File: src/rtl/sram_access_sequencer.sv
// Sequences cache single-word accesses and fixed-length bursts onto the SRAM offset path.
// Optional burst preemption by cache accesses: define SRAM_CACHE_PREEMPT_EN.
module sram_access_sequencer #(
    parameter int unsigned OFFSET_W  = 7,
    parameter int unsigned BURST_LEN = 128
) (
    input  logic                clk,
    input  logic                rst,
    input  logic                cache_req,
    input  logic [OFFSET_W-1:0] cache_offset,
    input  logic                cache_we,
    output logic                cache_grant,
    input  logic                burst_start,
    input  logic                burst_we,
    output logic                burst_busy,
    output logic                burst_done,
    input  logic                sram_ready,
    output logic                sram_req,
    output logic                sram_we,
    output logic                offset_select,
    output logic [OFFSET_W-1:0] sram_offset,
    output logic [OFFSET_W-1:0] count_out
);

    typedef enum logic [1:0] {IDLE, CACHE, BURST, DONE} state_t;

    localparam logic [OFFSET_W-1:0] LAST_BEAT = OFFSET_W'(BURST_LEN - 1);

    state_t              state_q, state_d;
    logic [OFFSET_W-1:0] count_q, count_d;
    logic                burst_pend_q, burst_pend_d;
    logic [OFFSET_W-1:0] cache_offset_q, cache_offset_d;
    logic                cache_we_q, cache_we_d;
    logic                burst_we_q, burst_we_d;
    logic                cache_grant_q, cache_grant_d;
    logic                burst_done_q, burst_done_d;
    logic                burst_busy_q, burst_busy_d;
    logic                sram_req_q, sram_req_d;
    logic                sram_we_q, sram_we_d;
    logic                offset_select_q, offset_select_d;
    logic [OFFSET_W-1:0] sram_offset_q, sram_offset_d;

    logic accept, cache_go, start_ok;

`ifdef SRAM_CACHE_PREEMPT_EN
    logic resume_q, resume_d;
`else
    logic resume_d;
    assign resume_d = 1'b0;
`endif

    always_comb begin
        state_d        = state_q;
        count_d        = count_q;
        burst_pend_d   = burst_pend_q;
        cache_offset_d = cache_offset_q;
        cache_we_d     = cache_we_q;
        burst_we_d     = burst_we_q;
        cache_grant_d  = 1'b0;
        burst_done_d   = 1'b0;
`ifdef SRAM_CACHE_PREEMPT_EN
        resume_d       = resume_q;
`endif

        accept   = sram_req_q & sram_ready;
        cache_go = cache_req & ~cache_grant_q;
        start_ok = burst_start & ~burst_busy_q;

        // A start accepted while a cache access owns the path is parked in burst_pend.
        if (start_ok) begin
            burst_pend_d = 1'b1;
            burst_we_d   = burst_we;
        end

        unique case (state_q)
            IDLE: begin
                if (cache_go) begin
                    state_d        = CACHE;
                    cache_offset_d = cache_offset;
                    cache_we_d     = cache_we;
                end else if (burst_pend_d) begin
                    state_d      = BURST;
                    count_d      = '0;
                    burst_pend_d = 1'b0;
                end
            end
            CACHE: begin
                if (accept) begin
                    cache_grant_d = 1'b1;
                    state_d       = IDLE;
`ifdef SRAM_CACHE_PREEMPT_EN
                    if (resume_q) begin
                        state_d  = BURST;
                        resume_d = 1'b0;
                    end
`endif
                end
            end
            BURST: begin
                if (accept) begin
                    if (count_q == LAST_BEAT) begin
                        state_d      = DONE;
                        burst_done_d = 1'b1;
                    end else begin
                        count_d = count_q + OFFSET_W'(1);
`ifdef SRAM_CACHE_PREEMPT_EN
                        if (cache_go) begin
                            state_d        = CACHE;
                            resume_d       = 1'b1;
                            cache_offset_d = cache_offset;
                            cache_we_d     = cache_we;
                        end
`endif
                    end
                end
            end
            DONE: begin
                count_d = '0;
                state_d = IDLE;
            end
            default: state_d = IDLE;
        endcase

        // Outputs are registered, so they are derived from the next-state values.
        sram_req_d      = (state_d == CACHE) || (state_d == BURST);
        offset_select_d = (state_d == CACHE);
        sram_offset_d   = '0;
        sram_we_d       = 1'b0;
        if (state_d == CACHE) begin
            sram_offset_d = cache_offset_d;
            sram_we_d     = cache_we_d;
        end else if (state_d == BURST) begin
            sram_offset_d = count_d;
            sram_we_d     = burst_we_d;
        end
        burst_busy_d = burst_pend_d || (state_d == BURST) || (state_d == DONE) || resume_d;
    end

    always_ff @(posedge clk) begin
        if (rst) begin
            state_q         <= IDLE;
            count_q         <= '0;
            burst_pend_q    <= 1'b0;
            cache_offset_q  <= '0;
            cache_we_q      <= 1'b0;
            burst_we_q      <= 1'b0;
            cache_grant_q   <= 1'b0;
            burst_done_q    <= 1'b0;
            burst_busy_q    <= 1'b0;
            sram_req_q      <= 1'b0;
            sram_we_q       <= 1'b0;
            offset_select_q <= 1'b0;
            sram_offset_q   <= '0;
`ifdef SRAM_CACHE_PREEMPT_EN
            resume_q        <= 1'b0;
`endif
        end else begin
            state_q         <= state_d;
            count_q         <= count_d;
            burst_pend_q    <= burst_pend_d;
            cache_offset_q  <= cache_offset_d;
            cache_we_q      <= cache_we_d;
            burst_we_q      <= burst_we_d;
            cache_grant_q   <= cache_grant_d;
            burst_done_q    <= burst_done_d;
            burst_busy_q    <= burst_busy_d;
            sram_req_q      <= sram_req_d;
            sram_we_q       <= sram_we_d;
            offset_select_q <= offset_select_d;
            sram_offset_q   <= sram_offset_d;
`ifdef SRAM_CACHE_PREEMPT_EN
            resume_q        <= resume_d;
`endif
        end
    end

    assign cache_grant   = cache_grant_q;
    assign burst_done    = burst_done_q;
    assign burst_busy    = burst_busy_q;
    assign sram_req      = sram_req_q;
    assign sram_we       = sram_we_q;
    assign offset_select = offset_select_q;
    assign sram_offset   = sram_offset_q;
    assign count_out     = count_q;

endmodule

File: config.mk
export PLATFORM = sky130hd
export DESIGN_NAME = sram_access_sequencer
export DESIGN_NICKNAME = d
export VERILOG_FILES = /design/src/rtl/sram_access_sequencer.sv
export SDC_FILE = /design/constraint.sdc
export NUM_CORES = 1
export LEC_CHECK = 0
export CAP_MARGIN = 20
export CORE_MARGIN = 2
export CORE_UTILIZATION = 50
export CTS_CLUSTER_SIZE = 20
export DETAILED_ROUTE_END_ITERATION = 16
export GPL_ROUTABILITY_DRIVEN = 1
export HOLD_SLACK_MARGIN = 0.1
export PLACE_DENSITY = 0.81
export SLEW_MARGIN = 10
export SYNTH_ARGS = -nofsm -noshare
export SYNTH_HDL_FRONTEND = slang
export SYNTH_SLANG_ARGS = --single-unit
File: constraint.sdc
create_clock -name clk -period 6.6 [get_ports clk]
set_clock_uncertainty 0.1 [all_clocks]
set_input_delay 0.99 -clock clk [delete_from_list [all_inputs] [get_ports clk]]
set_output_delay 0.99 -clock clk [all_outputs]
set_load 0.005 [all_outputs]
After elaboration in Yosys (flattened, before gate mapping)
Cells that the tools add are included.

cells by class
  shift operators = 0
  $mul = 0
  equal/unequal tests = 7
  magnitude comparators = 0
  reductions and logical operators = 6
  add/subtract/negate cells = 1
  bitwise operators = 8
  multiplexer cells = 25
  div/mod/pow operators = 0

operators by type and width
  cell                 number
  $mux 7               8
  $pmux 7 s3           1
  $mux 1               10
  $mux 2               5
  $eq 2x2->1 const B   4
  $pmux 2 s4           1
  $add 7x1->7 const B  1
  $eq 7x7->1 const B   1
  $not 1->1            5
  $eq 2x1->1 const B   2
  $and 1x1->1          3
  $logic_or 1x1->1     3
  $reduce_or 3->1      1
  $logic_not 2->1      1
  $reduce_or 2->1      1

word-level totals
  logic and storage cells = 60
  ROM bits = 0
  latch bits = 0
  RAM bits = 0
  output and inout port bits = 20
  input bits = 14
  memories kept = 0
  flip-flop bits (word level) = 32

Logic depth before layout (Yosys ltp)
Gate-level depths: netlist (run 1).

  depth in word-level cells = 9
  mapped depth = 11
  depth with buffers taken out = 10

Worst setup path before layout (run 1)
OpenSTA, ideal clock, no wires.

  path kind = input -> register
  from = input cache_req
  to = register sram_offset_q[2], in the netlist sram_offset[2]
  path slack = 4.042 ns
  required time = 6.408 ns
  stages on the path = 8
  setup time = 0.092 ns
  buffers on the path = 0
  arrival time = 2.366 ns
  path through = nor2b_1 > mux2i_1 > o21a_1 > inv_1 > ha_1 > nand2b_1 > or2_2 > o32ai_1

between the ends
  elaborated cells on any way between the ends = 11
  those cells by class = eq/ne (2); mux (8); bitwise (1)

RTL lines
  element                 RTL line  RTL
  start: declaration      9         input logic cache_req,
  $and 1x1->1             66        cache_go = cache_req & ~cache_grant_q;
  $mux 2                  77        if (cache_go) begin
  $pmux 2 s4              75        unique case (state_q)
  via state_d[0]          29        state_t state_q, state_d;
  $eq 2x1->1              --
  via offset_select_d     40        logic offset_select_q, offset_select_d;
  $mux 7                  129       if (state_d == CACHE) begin
  end signal: assignment  170       sram_offset_q <= sram_offset_d;
  end: declaration        41        logic [OFFSET_W-1:0] sram_offset_q, sram_offset_d;

The timed path passes the listed nets, and every way through them passes these cells.
A chain may end at the register's enable or synchronous reset.

Final worst setup path (run 1)
  from = input cache_req
  to = register sram_offset_q[6], in the netlist sram_offset[6]

between the ends
  elaborated cells on any way between the ends = 11
  those cells by class = eq/ne (2); mux (8); bitwise (1)

RTL lines
  element              RTL line
  $and 1x1->1          66
  $mux 2               77
  $pmux 2 s4           75
  $eq 2x1->1           --
  via offset_select_d  40
  $mux 7               129

The timed path passes the listed nets, and every way through them passes these cells.

==> reports/metrics.yaml, run 1 <==
outcome:
  outcome: "complete, no violations"
drt:
  firstDrtPassIters: 4
  viasPerCell: 5.60
  drtAntennaViolNets: 0
  drc_errors: 0
  num_vias: 1177
  wl_per_cell_um: 14.4
  wl_mm: 3.02
  drtIter0Drc: 33
synth:
  ys_ff_latch: 32
  yosys.area_share.simple: 0.249
  async_reset_ff_frac: 0
  synth_compound_area_frac: 0.126
  yosys_warnings: 0
  ys_seq_area_frac: 0.458
  syn_nets: 162
  synth.most_common_cell: "dfxtp_1"
  syn_inst: 144
  synth_cell_types: 41
  synth_top_family_by_area: "simple AND/OR/NAND/NOR gates"
  syn_area_um2: 1400
  synth_edf_count: 0
  yosysTopAreaCell: "dfxtp_1"
  ys_top_cells_by_count: "dfxtp_1, nor2_1, mux2i_1, nand2_1, a21oi_1"
  synth_xor_area_frac: 0.00627
  synth_top_area_frac: 0.458
  syn_area_per_cell_um2: 9.71
  synth_fa_ha_area_frac: 0.0358
  synth_mux_area_frac: 0.0788
  synth_flop_cell: "dfxtp_1"
  synth.area.top_cells: "dfxtp_1, mux2i_1, nor2_1"
critical_path:
  cp_slowest_cell: "nor4b_4"
  path_class: "in -> reg"
  cp_cell_sequence: "clkdlybuf4s50_1 -> nor4b_4 -> nor2_1 -> o21ai_0 -> ha_1 -> nand2b_1 -> nor2_1 -> a32o_1"
  path_depth: 8
  critPathLaunchType: "input port"
  slowest_delay_ps: 660
  crit_arrival_ps: 3240
  cp_top_family: "simple AND/OR/NAND/NOR gates"
  cp-end-kind: "register"
  reg2regPathDepth: 7
  cpMostUsedCell: "nor2_1"
  path_buf_inv: 1
  path_max_fanout: 9
  crit_required_ps: 6720
sta:
  hold_viol: 0
  rsz0062_at_grt: "false"
  slew_violations: 0
  fmax_mhz: 321
  setup_tns_ps: 0
  fin_crit_sh: 0.472
  tightest_slew_ps: 1030
  finalSetupViolCount: 0
  fin_crit_ps: 3120
  slew_headroom: 0.312
global_route:
  grt_start_max_net_pins: 29
  grt.overflow.total: 0
  track_usage: 0.193
  grt_pass1_vias: 1133
  grt_pass1_wl_mm: 4.90
  antenna_found_initial: 0
finish:
  synthToLayoutAreaGrowth_pct: 28.6
  antenna_cells: 0
  drive_above_1_share: 0.106
  nNetsFinal: 196
  fillCellCount: 235
power_and_ir_drop:
  cellPowerDensity_nw_per_um2: 247
  ir_worst_vdd_mv: 0.204
  total_power_uw: 444
  leakagePower_nw: 0.712
clock_tree:
  htreeDepth: 2
  clockBufferDepth: 2
  cts-root-buf: "clkbuf_4"
  tritoncts: "done"
  cts_buffers: 5
  cts_setup_buffers: 0
  clock-sinks: 32
  clkTransAtPathRegs_ps: 100
  ctsHoldBuffers: 0
  insertion_delay_ps: 320
  cts_resized: 0
floorplan:
  die_w_um: 56.9
  start_util: 0.516
  num_rows: 19
  ios: 34
  die_area_um2: 3230
  core_area_um2: 2710
  fp.dieH_um: 56.9
place:
  dpl.hpwl_mm: 2.21
  gp_congestion: 0.833
  portBuffers: 33
run:
  drv_cap: 0
min_path:
  hp-class: "reg -> reg"
  holdPathStages: 2
==> worst paths after layout <==
| path | to | slack [ps] | start |
|---|---|---|---|
| worst min-delay path | cache_we_q | 410 | cache_we_q |
| worst max-delay path | sram_offset[6] | 3480 | cache_req |
| worst max register to register | sram_offset[6] | 4010 | state_q[1] |
| worst min register to register | cache_we_q | 410 | cache_we_q |
==> routing by layer <==
metal	up-vias	track usage	part of all wire
met5	-	0	0
met4	0	0.0664	0.017
met3	8	0.0484	0.061
met2	42	0.319	0.49
met1	546	0.243	0.43
li1	581	-	-
==> through the flow <==
step                cell area, um2  instances  hold slack, ps  utilization  worst slack, ps
finish                        1800        210             410        0.663             3480
global route                  1800        210             437        0.663             3310
CTS                           1800        210             411        0.663             3500
detailed placement            1720        202             387        0.635             3170
global placement              1720        202             370        0.635             3280
floorplan                     1400        144             356            -             4040
==> cells in the final DEF, fill, tap and decap left out, types with 3 or more instances in the layout <==
cell type / synthesis / final
nor2_1: 21 / 21
clkdlybuf4s50_1: 0 / 33
ha_1: 4 / 4
clkbuf_4: 0 / 5
inv_1: 5 / 5
o22ai_1: 5 / 5
nor2_2: 3 / 3
a211oi_1: 3 / 3
dfxtp_1: 32 / 32
nand3_1: 3 / 3
a21oi_1: 6 / 6
nand2_1: 8 / 8
mux2i_1: 11 / 11
nand2b_1: 4 / 4
==> tightest hold or removal path: stages (launching register included) <==
cell and delay (ps):
dfxtp_1 320, mux2i_1 80, nor2_1 80
==> flip-flops by register name, summed over array words and instances (netlist names) <==
register / flops
burst_we_q: 1
cache_grant: 1
sram_offset: 7
offset_select: 1
cache_we_q: 1
cache_offset_q: 7
count_out: 7
state_q: 2
burst_pend_q: 1
burst_busy: 1
burst_done: 1
sram_we: 1
sram_req: 1
==> cells by family after synthesis <==
logic type               Yosys count
AO/OA/AOI/OAI                     26
XOR/XNOR                           1
adder cells (fa/ha/maj)            4
buffers and inverters             11
flip-flops                        32
multiplexers                      11
AND/OR/NAND/NOR                   59
==> final cells by class <==
| class | count | area, um2 | area share |
|---|---|---|---|
| Clock buffer | 6 | 41.3 | 0.0230 |
| Clock inverter | 2 | 35.0 | 0.0195 |
| Inverter | 5 | 18.8 | 0.0104 |
| Multi-Input combinational cell | 101 | 693 | 0.386 |
| Sequential cell | 32 | 641 | 0.356 |
| Tap cell | 31 | 38.8 | 0.0216 |
| Timing Repair Buffer | 33 | 330 | 0.184 |
==> where the power goes <==
group	leakage (nW)	switching [mW]	internal [mW]	total (mW)
logic	0.409	0.0407	0.0421	0.0828
registers	0.261	0.0107	0.207	0.217
clock network	0.0422	0.0646	0.0794	0.144
(Power assumes the default switching activity.)
==> inputs of run 2 (changes only) <==
Settings changed: CORE_UTILIZATION 50 to 43, PLACE_DENSITY 0.81 to 0.74.
Clock period 6.6 ns to 2.84 ns, I/O delays scaled along.
==> run 2 against run 1 <==
Compared with the run above:
- critical path type is now reg -> reg
- largest power group unchanged
- non-clock buffer count grew 4
- worst hold slack lost 6.5 ps
- setup slack worse by 3100 ps
- sequential share of layout area is 0.32 points lower
==> reports/metrics.yaml, run 2 (synthesis gave the netlist of run 1 again) <==
drt:
  drc_errors: 0
  wl_mm: 3.09
  wl_per_cell_um: 13.7
  drtIter0Drc: 33
  firstDrtPassIters: 4
  drtAntennaViolNets: 0
  num_vias: 1196
  viasPerCell: 5.29
sta:
  slew_headroom: 0.648
  setup_tns_ps: 0
  hold_viol: 0
  tightest_slew_ps: 526
  fin_crit_ps: 2420
  finalSetupViolCount: 0
  fmax_mhz: 414
  setup_ws_ps: 424
  whs_ps: 403
  rsz0062_at_grt: "false"
  slew_violations: 0
  fin_crit_sh: 0.851
clock_tree:
  clock-sinks: 32
  insertion_delay_ps: 330
  cts_setup_buffers: 0
  ctsHoldBuffers: 0
  htreeDepth: 2
  cts-root-buf: "clkbuf_4"
  cts_buffers: 5
  tritoncts: "done"
  clockBufferDepth: 2
  cts_resized: 0
  clkTransAtPathRegs_ps: 90
floorplan:
  die_w_um: 61.0
  start_util: 0.454
  num_rows: 20
  ios: 34
  die_area_um2: 3720
  core_area_um2: 3080
  fp.dieH_um: 61.0
finish:
  final_common_cell: "clkdlybuf4s50_1"
  stdcell_area_um2: 1810
  synthToLayoutAreaGrowth_pct: 29.8
  final_cell_mix: "clkdlybuf4s50_1, dfxtp_1, nor2_1, mux2i_1, nand2_1"
  nNetsFinal: 200
  antenna_cells: 0
  layout.cells.non_filler: 226
  post-route-util: 0.589
  drive_above_1_share: 0.121
critical_path:
  crit_arrival_ps: 2550
  path_max_fanout: 6
  path_class: "reg -> reg"
  cp-end-kind: "register"
  slowest_delay_ps: 440
  cp_slowest_cell: "or4_4"
  cp_cell_sequence: "ha_1 -> nand3_1 -> or4_4 -> o21a_1 -> inv_1 -> ha_1 -> nand2b_1 -> nor2_1 -> a32o_1"
  reg2regPathDepth: 9
  critPathLaunchType: "register"
  ff2ff_setup_slack_ps: 420
  crit_required_ps: 2980
  cpMostUsedCell: "ha_1"
  r2r-start: "count_out[0]"
  worst_r2r_endpoint: "sram_offset[6]"
run:
  drv_cap: 0
power_and_ir_drop:
  cellPowerDensity_nw_per_um2: 520
  leakagePower_nw: 0.719
  ir_worst_vdd_mv: 0.229
  total_power_uw: 943
place:
  dpl.hpwl_mm: 2.32
  dp.cells: 219
  portBuffers: 33
  placed_area_um2: 1770
  post-place-ws_ps: 162
  gp_congestion: 0.837
outcome:
  outcome: "complete, no violations"
min_path:
  worstHoldEndpoint: "cache_offset_q[0]"
  hp-class: "reg -> reg"
  hold_start: "cache_offset_q[0]"
  holdPathStages: 2
global_route:
  antenna_found_initial: 0
  grt.overflow.total: 0
  grt_start_max_net_pins: 17
  grt_pass1_vias: 1137
  grt_pass1_wl_mm: 5.05
  track_usage: 0.190
run 2: worst max-delay path: cells and delay by family, from the launching register on:
kind	cells	cell delay, ps
AO/OA/AOI/OAI	2	430
adder cells (fa/ha/maj)	2	450
buffers and inverters	1	90
flip-flops	1	430
AND/OR/NAND/NOR	4	830
run 2: worst max path at each step:
stage	startpoint	end	slack (ps)	depth (start not counted)
after global placement	sram_ready	sram_offset[2]	240	9
after CTS	count_out[0]	sram_offset[6]	430	9
after floorplan	count_out[0]	sram_offset[6]	680	9
after global routing	state_q[0]	sram_offset[2]	220	8
final	count_out[0]	sram_offset[6]	420	9
after detailed placement	sram_ready	sram_offset[2]	160	9
run 2: report_power, final:
group          switching [mW]  leakage [nW]  internal [mW]  total [mW]
Clock                   0.148        0.0281         0.0910       0.239
Sequential             0.0179         0.261          0.480       0.498
Combinational           0.101         0.429          0.105       0.205
run 2: metal layers:
metal,up-vias,track usage,routed length [um]
li1,588,-,-
met1,568,0.240,1390
met2,37,0.298,1450
met3,3,0.0756,207
met4,0,0.0652,32
met5,-,0,0
run 2: area by class of cell:
class	count	area, um2
Inverter	5	18.8
Multi-Input combinational cell	101	693
Tap cell	44	55.1
Timing Repair Buffer	37	360
Clock inverter	1	5.00
Fill cell	303	1260
Clock buffer	6	41.3
Sequential cell	32	641
==> inputs of run 3 (changes only) <==
Settings changed: SLEW_MARGIN 10 to 20.
==> results of run 3 <==
The final DEF is identical to that of run 2; final timing and power are the same.
==> variant 1, RTL diff (config.mk and constraints of run 1) <==
Make the reset (`rst`) asynchronous in one clocked block.
--- a/src/rtl/sram_access_sequencer.sv
+++ b/src/rtl/sram_access_sequencer.sv
@@ -136,7 +136,7 @@
         burst_busy_d = burst_pend_d || (state_d == BURST) || (state_d == DONE) || resume_d;
     end
 
-    always_ff @(posedge clk) begin
+    always_ff @(posedge clk or posedge rst) begin
         if (rst) begin
             state_q         <= IDLE;
             count_q         <= '0;
Behaviour: differs if rst is asserted again (counterexample within 4 cycles, from zero or initial values and one cycle with rst high); with rst held inactive, the same outputs for 10 cycles.
==> variant 1 against run 1 <==
Sequential cell count is the same; synthesized cell count shrank 6.3%; critical endpoint is now sram_offset[1]; critical path type unchanged; setup slack lost 230 ps; synthesized area grew 9.6%; routed wire length grew 22%; design area grew 8.4%; critical path depth shrank 1; non-clock buffer count grew 1.
Power is not compared: it rests on default switching activity, and its combinational part moved more than twofold at a synthesized area within 25%.
==> variant 1: results (changes against run 1) <==
root buf cell - clkbuf_4 (unchanged)
xor/xnor share of the synthesized area - 0% (was 0.627%)
status - completed (unchanged)
first-pass GRT wire length - 6090 um (was 4900 um)
Clock transition at path regs - 110 ps
number of antenna diodes - 0 (unchanged)
pin count of the biggest net entering global routing - 33 (was 29)
synth top area cells - dfrtp_1 (52%), mux2_4 (6.9%), nand2_1 (3.4%) (was dfxtp_1 (46%), mux2i_1 (7.9%), nor2_1 (5.6%))
vias per std cell - 5.87 (was 5.60)
R2R cell count - 6 (was 7)
area leader, netlist - dfrtp_1 (was dfxtp_1)
top cells by count, synth - dfrtp_1 (32), nand2_1 (14), nor2_1 (8) (was dfxtp_1 (32), nor2_1 (21), mux2i_1 (11))
RR Endpoint - sram_offset[1] (was sram_offset[6])
worst hold path class - reg -> reg (unchanged)
r2r startpoint - state_q[0] (was state_q[1])
post-synthesis compound-gate area fraction - 14.1% (was 12.6%)
layout cells sized above 1 - 12.8% (was 10.6%)
mux contribution to synthesized area - 8.33% (was 7.88%)
hpwl dp - 2670 um (was 2210 um)
WP data arrival - 3480 ps (was 3240 ps)
Slew Viols, Final - 0 (unchanged)
Resized Gates After CTS - 0 (unchanged)
adder-cell share of the synthesized area - 3.27% (was 3.58%)
Routed wire per std cell - 18.0 um (was 14.4 um)
Seq/Total Area, Yosys - 52.3% (was 45.8%)
placer congestion estimate - 0.913 (was 0.833)
ys async rst share - 100% (was 0%)
Total GRT Usage - 24.1% (was 19.3%)
Layout Nets - 189 (was 196)
r2r setup slk - 3740 ps (was 4010 ps)
CP Class - in -> reg (unchanged)
Clock Latency Late Sink - 360 ps (was 320 ps)
Mapped Nets - 153 (was 162)
Filler Cells Inserted - 249 (was 235)
postcts setup bufs - 0 (unchanged)
CP endpoint - sram_offset[1] (was sram_offset[6])
Critical Path Start - cache_req (unchanged)
Max FO, Critical Path - 12 (was 9)
DRT iter0 DRCs - 47 (was 33)
Max-slew headroom - 39.8% (was 31.2%)
Site Rows - 20 (was 19)
PortBufs - 33 (unchanged)
Distinct cells, synth - 41 (unchanged)
Ys Warns - 0 (unchanged)
vias in the first global route - 1267 (was 1133)
variant 1: per-stage QoR:
stage | instance area (um^2) | power, mW | instances | setup WS [ps] | utilization (%)
final | 1950 | 0.825 | 205 | 3250 | 65.5
after global routing | 1950 | 0.877 | 205 | 3020 | 65.5
after CTS | 1950 | 0.825 | 205 | 3230 | 65.5
after detailed placement | 1870 | 0.674 | 197 | 2860 | 62.9
after global placement | 1870 | 0.663 | 197 | 3040 | 62.9
after floorplan | 1530 | 0.545 | 135 | 3900 | -
variant 1: report_power, final:
part	switching [mW]	internal [mW]
clock	0.0714	0.0793
sequential	0.0504	0.266
combinational	0.182	0.176
total	0.304	0.521
variant 1: kinds of logic after synthesis:
kind of cell               Yosys count
and+or+nand+nor                     50
DFF                                 32
adders and majority gates            4
muxes                                9
AOI/OAI and AO/OA                   29
buffers and inverters               11
variant 1: worst min path at each step:
stage / slack [ps] / depth (start not counted) / to / startpoint
after floorplan: 370 / 1 / cache_offset_q[0] / cache_offset_q[0]
after global placement: 380 / 1 / cache_offset_q[5] / cache_offset_q[5]
after detailed placement: 380 / 1 / cache_offset_q[0] / cache_offset_q[0]
after CTS: 410 / 1 / cache_offset_q[1] / cache_offset_q[1]
after global routing: 410 / 1 / cache_offset_q[0] / cache_offset_q[0]
final: 400 / 1 / cache_offset_q[1] / cache_offset_q[1]
variant 1: metal layers:
layer | vias up | share of wire (%) | track usage, %
met5 | - | 0 | 0
met4 | 0 | 2.7 | 10.4
met3 | 11 | 5.6 | 5.90
met2 | 42 | 49 | 39.9
met1 | 586 | 42 | 29.7
li1 | 565 | - | -
variant 1: critical path, stage by stage:
cell,delay (ps)
clkdlybuf4s50_1,490
nor4b_4,750
nor3_1,230
inv_1,110
ha_1,400
nand2b_1,350
o221ai_1,170
variant 1: layout make-up:
class / count / area [um^2] / area share [%]
inverter: 6 / 22.5 / 1.16
clock inverter: 2 / 35.0 / 1.80
clock buffer: 6 / 41.3 / 2.12
sequential: 32 / 801 / 41.1
timing repair buffer: 34 / 338 / 17.3
multi-input combinational: 92 / 671 / 34.4
tap: 33 / 41.3 / 2.12
==> variant 2, RTL diff (settings of run 1) <==
Without the edit above. The parameter `OFFSET_W` goes from 7 to 14.
--- a/src/rtl/sram_access_sequencer.sv
+++ b/src/rtl/sram_access_sequencer.sv
@@ -1,7 +1,7 @@
 // Sequences cache single-word accesses and fixed-length bursts onto the SRAM offset path.
 // Optional burst preemption by cache accesses: define SRAM_CACHE_PREEMPT_EN.
 module sram_access_sequencer #(
-    parameter int unsigned OFFSET_W  = 7,
+    parameter int unsigned OFFSET_W  = 14,
     parameter int unsigned BURST_LEN = 128
 ) (
     input  logic                clk,
Ports: changed (resized cache_offset, count_out and sram_offset); port bits go from 34 to 55. The function was not compared with the original's and may differ.
==> variant 2 against run 1 <==
Global-route usage is 4.1 points higher; largest cell class unchanged; sequential share of layout area is 1.4 points lower; sequential power is 62% higher; synthesized area is 74% higher; setup slack worse by 940 ps; total power is 58% higher; routed wire length is 110% higher; via count is 91% higher; sequential cell count is 21 higher; design area is 72% higher.
==> variant 2: results (changes against run 1) <==
Total GRT Usage - 23.3% (was 19.3%)
Worst IR Drop VDD - 103 uV (was 204 uV)
xor/xnor share of the synthesized area - 0% (was 0.627%)
postcts setup bufs - 0 (unchanged)
Clock transition at path regs - 90 ps
met1 WL - 2860 um (was 1310 um)
Leakage - 1.15 nW (was 0.712 nW)
DRT iter0 DRCs - 160 (was 33)
Filler Cells Inserted - 401 (was 235)
adder-cell share of the synthesized area - 2.58% (was 3.58%)
PortBufs - 54 (was 33)
R2R cell count - 10 (was 7)
r2r startpoint - count_out[0] (was state_q[1])
layout cells sized above 1 - 7.14% (was 10.6%)
pin count of the biggest net entering global routing - 38 (was 29)
Seq/Total Area, Yosys - 43.7% (was 45.8%)
Cells after Synth - 274 (was 144)
CP Class - in -> reg (unchanged)
vias in the first global route - 2046 (was 1133)
r2r setup slk - 3080 ps (was 4010 ps)
first-pass GRT wire length - 9770 um (was 4900 um)
number of CTS-inserted buffers - 5 (unchanged)
Distinct cells, synth - 52 (was 41)
Layout Nets - 347 (was 196)
Max clock buf depth - 2 (unchanged)
Max-slew headroom - 50.4% (was 31.2%)
Clock Latency Late Sink - 300 ps (was 320 ps)
wire length on met3 - 459 um (was 183 um)
Mapped Nets - 300 (was 162)
synth top area cells - dfxtp_1 (44%), mux2i_1 (7.4%), nor2_1 (5.9%) (was dfxtp_1 (46%), mux2i_1 (7.9%), nor2_1 (5.6%))
final WL - 6220 um (was 3020 um)
Max FO, Critical Path - 11 (was 9)
top cells by count, synth - dfxtp_1 (53), nor2_1 (38), nand2_1 (23) (was dfxtp_1 (32), nor2_1 (21), mux2i_1 (11))
root buf cell - clkbuf_8 (was clkbuf_4)
setup slack at placement - 2310 ps (was 3170 ps)
fmax - 247 MHz (was 321 MHz)
status - completed (unchanged)
placed cell areas - 2980 um^2 (was 1720 um^2)
Worst path max stage delay - 510 ps (was 660 ps)
CP endpoint - sram_offset[12] (was sram_offset[6])
cell total after placement - 368 (was 202)
placer congestion estimate - 0.896 (was 0.833)
ys async rst share - 0% (unchanged)
Resized Gates After CTS - 0 (unchanged)
hpwl dp - 4410 um (was 2210 um)
slowest CP cell - clkdlybuf4s50_1 (was nor4b_4)
DR WL met2 - 2760 um (was 1480 um)
Pre-antenna DRT Iters - 4 (unchanged)
via count - 2245 (was 1177)
vias per std cell - 5.97 (was 5.60)
Critical Path Start - sram_ready (was cache_req)
post-synthesis compound-gate area fraction - 19.1% (was 12.6%)
mux contribution to synthesized area - 7.42% (was 7.88%)
WP data arrival - 4170 ps (was 3240 ps)
P_sw - 0.180 mW (was 0.116 mW)
==> variant 2: cell count changes after synthesis, sizes merged, moves of 14 or more <==
cell / change
dfxtp: +21
nand2: +15
nor2: +14
o21ai: +14
==> variant 2: routing by layer <==
layer / GRT usage [%] / vias to the layer above
met5: 0 / -
met4: 7.88 / 0
met3: 4.80 / 17
met2: 35.7 / 86
met1: 32.8 / 1057
li1: - / 1085
==> variant 2: power groups by stage <==
stage	clock network, mW	logic [mW]	registers (mW)
floorplan	0	0.0764	0.354
global placement	0	0.120	0.358
detailed placement	0	0.122	0.359
CTS	0.228	0.123	0.351
global route	0.239	0.135	0.354
finish	0.226	0.124	0.352
==> variant 2: cell families (layout without fill, tap and decap cells) <==
group,Yosys count,count (layout)
adders and majority gates,5,5
DFF,53,53
buffers and inverters,21,69
AOI/OAI and AO/OA,70,70
and+or+nand+nor,107,107
muxes,18,18
==> variant 2: worst min-delay path by stage <==
stage / slack (ps) / startpoint / end / cells past startpoint
floorplan: 350 / cache_offset_q[9] / cache_offset_q[9] / 2
global placement: 370 / cache_offset_q[9] / cache_offset_q[9] / 2
detailed placement: 380 / cache_offset_q[9] / cache_offset_q[9] / 2
CTS: 400 / cache_offset_q[9] / cache_offset_q[9] / 2
global route: 430 / cache_offset_q[9] / cache_offset_q[9] / 2
finish: 390 / cache_offset_q[9] / cache_offset_q[9] / 2
==> variant 2: area by class of cell <==
type / instances / area, um^2 / share of cell area [%]
Tap cell: 54 / 67.6 / 2.18
Clock buffer: 7 / 86.3 / 2.79
Timing Repair Buffer: 56 / 556 / 17.9
Inverter: 5 / 18.8 / 0.606
Clock inverter: 1 / 30.0 / 0.969
Sequential cell: 53 / 1060 / 34.2
Multi-Input combinational cell: 200 / 1280 / 41.3
==> variant 2: worst register-to-register path, delay by kind of cell, from the launching register on <==
| kind | cells | cell delay (ps) |
|---|---|---|
| AO/OA/AOI/OAI | 2 | 500 |
| flip-flops | 1 | 400 |
| buffers and inverters | 1 | 150 |
| AND/OR/NAND/NOR | 5 | 1660 |
| adder cells (fa/ha/maj) | 2 | 630 |
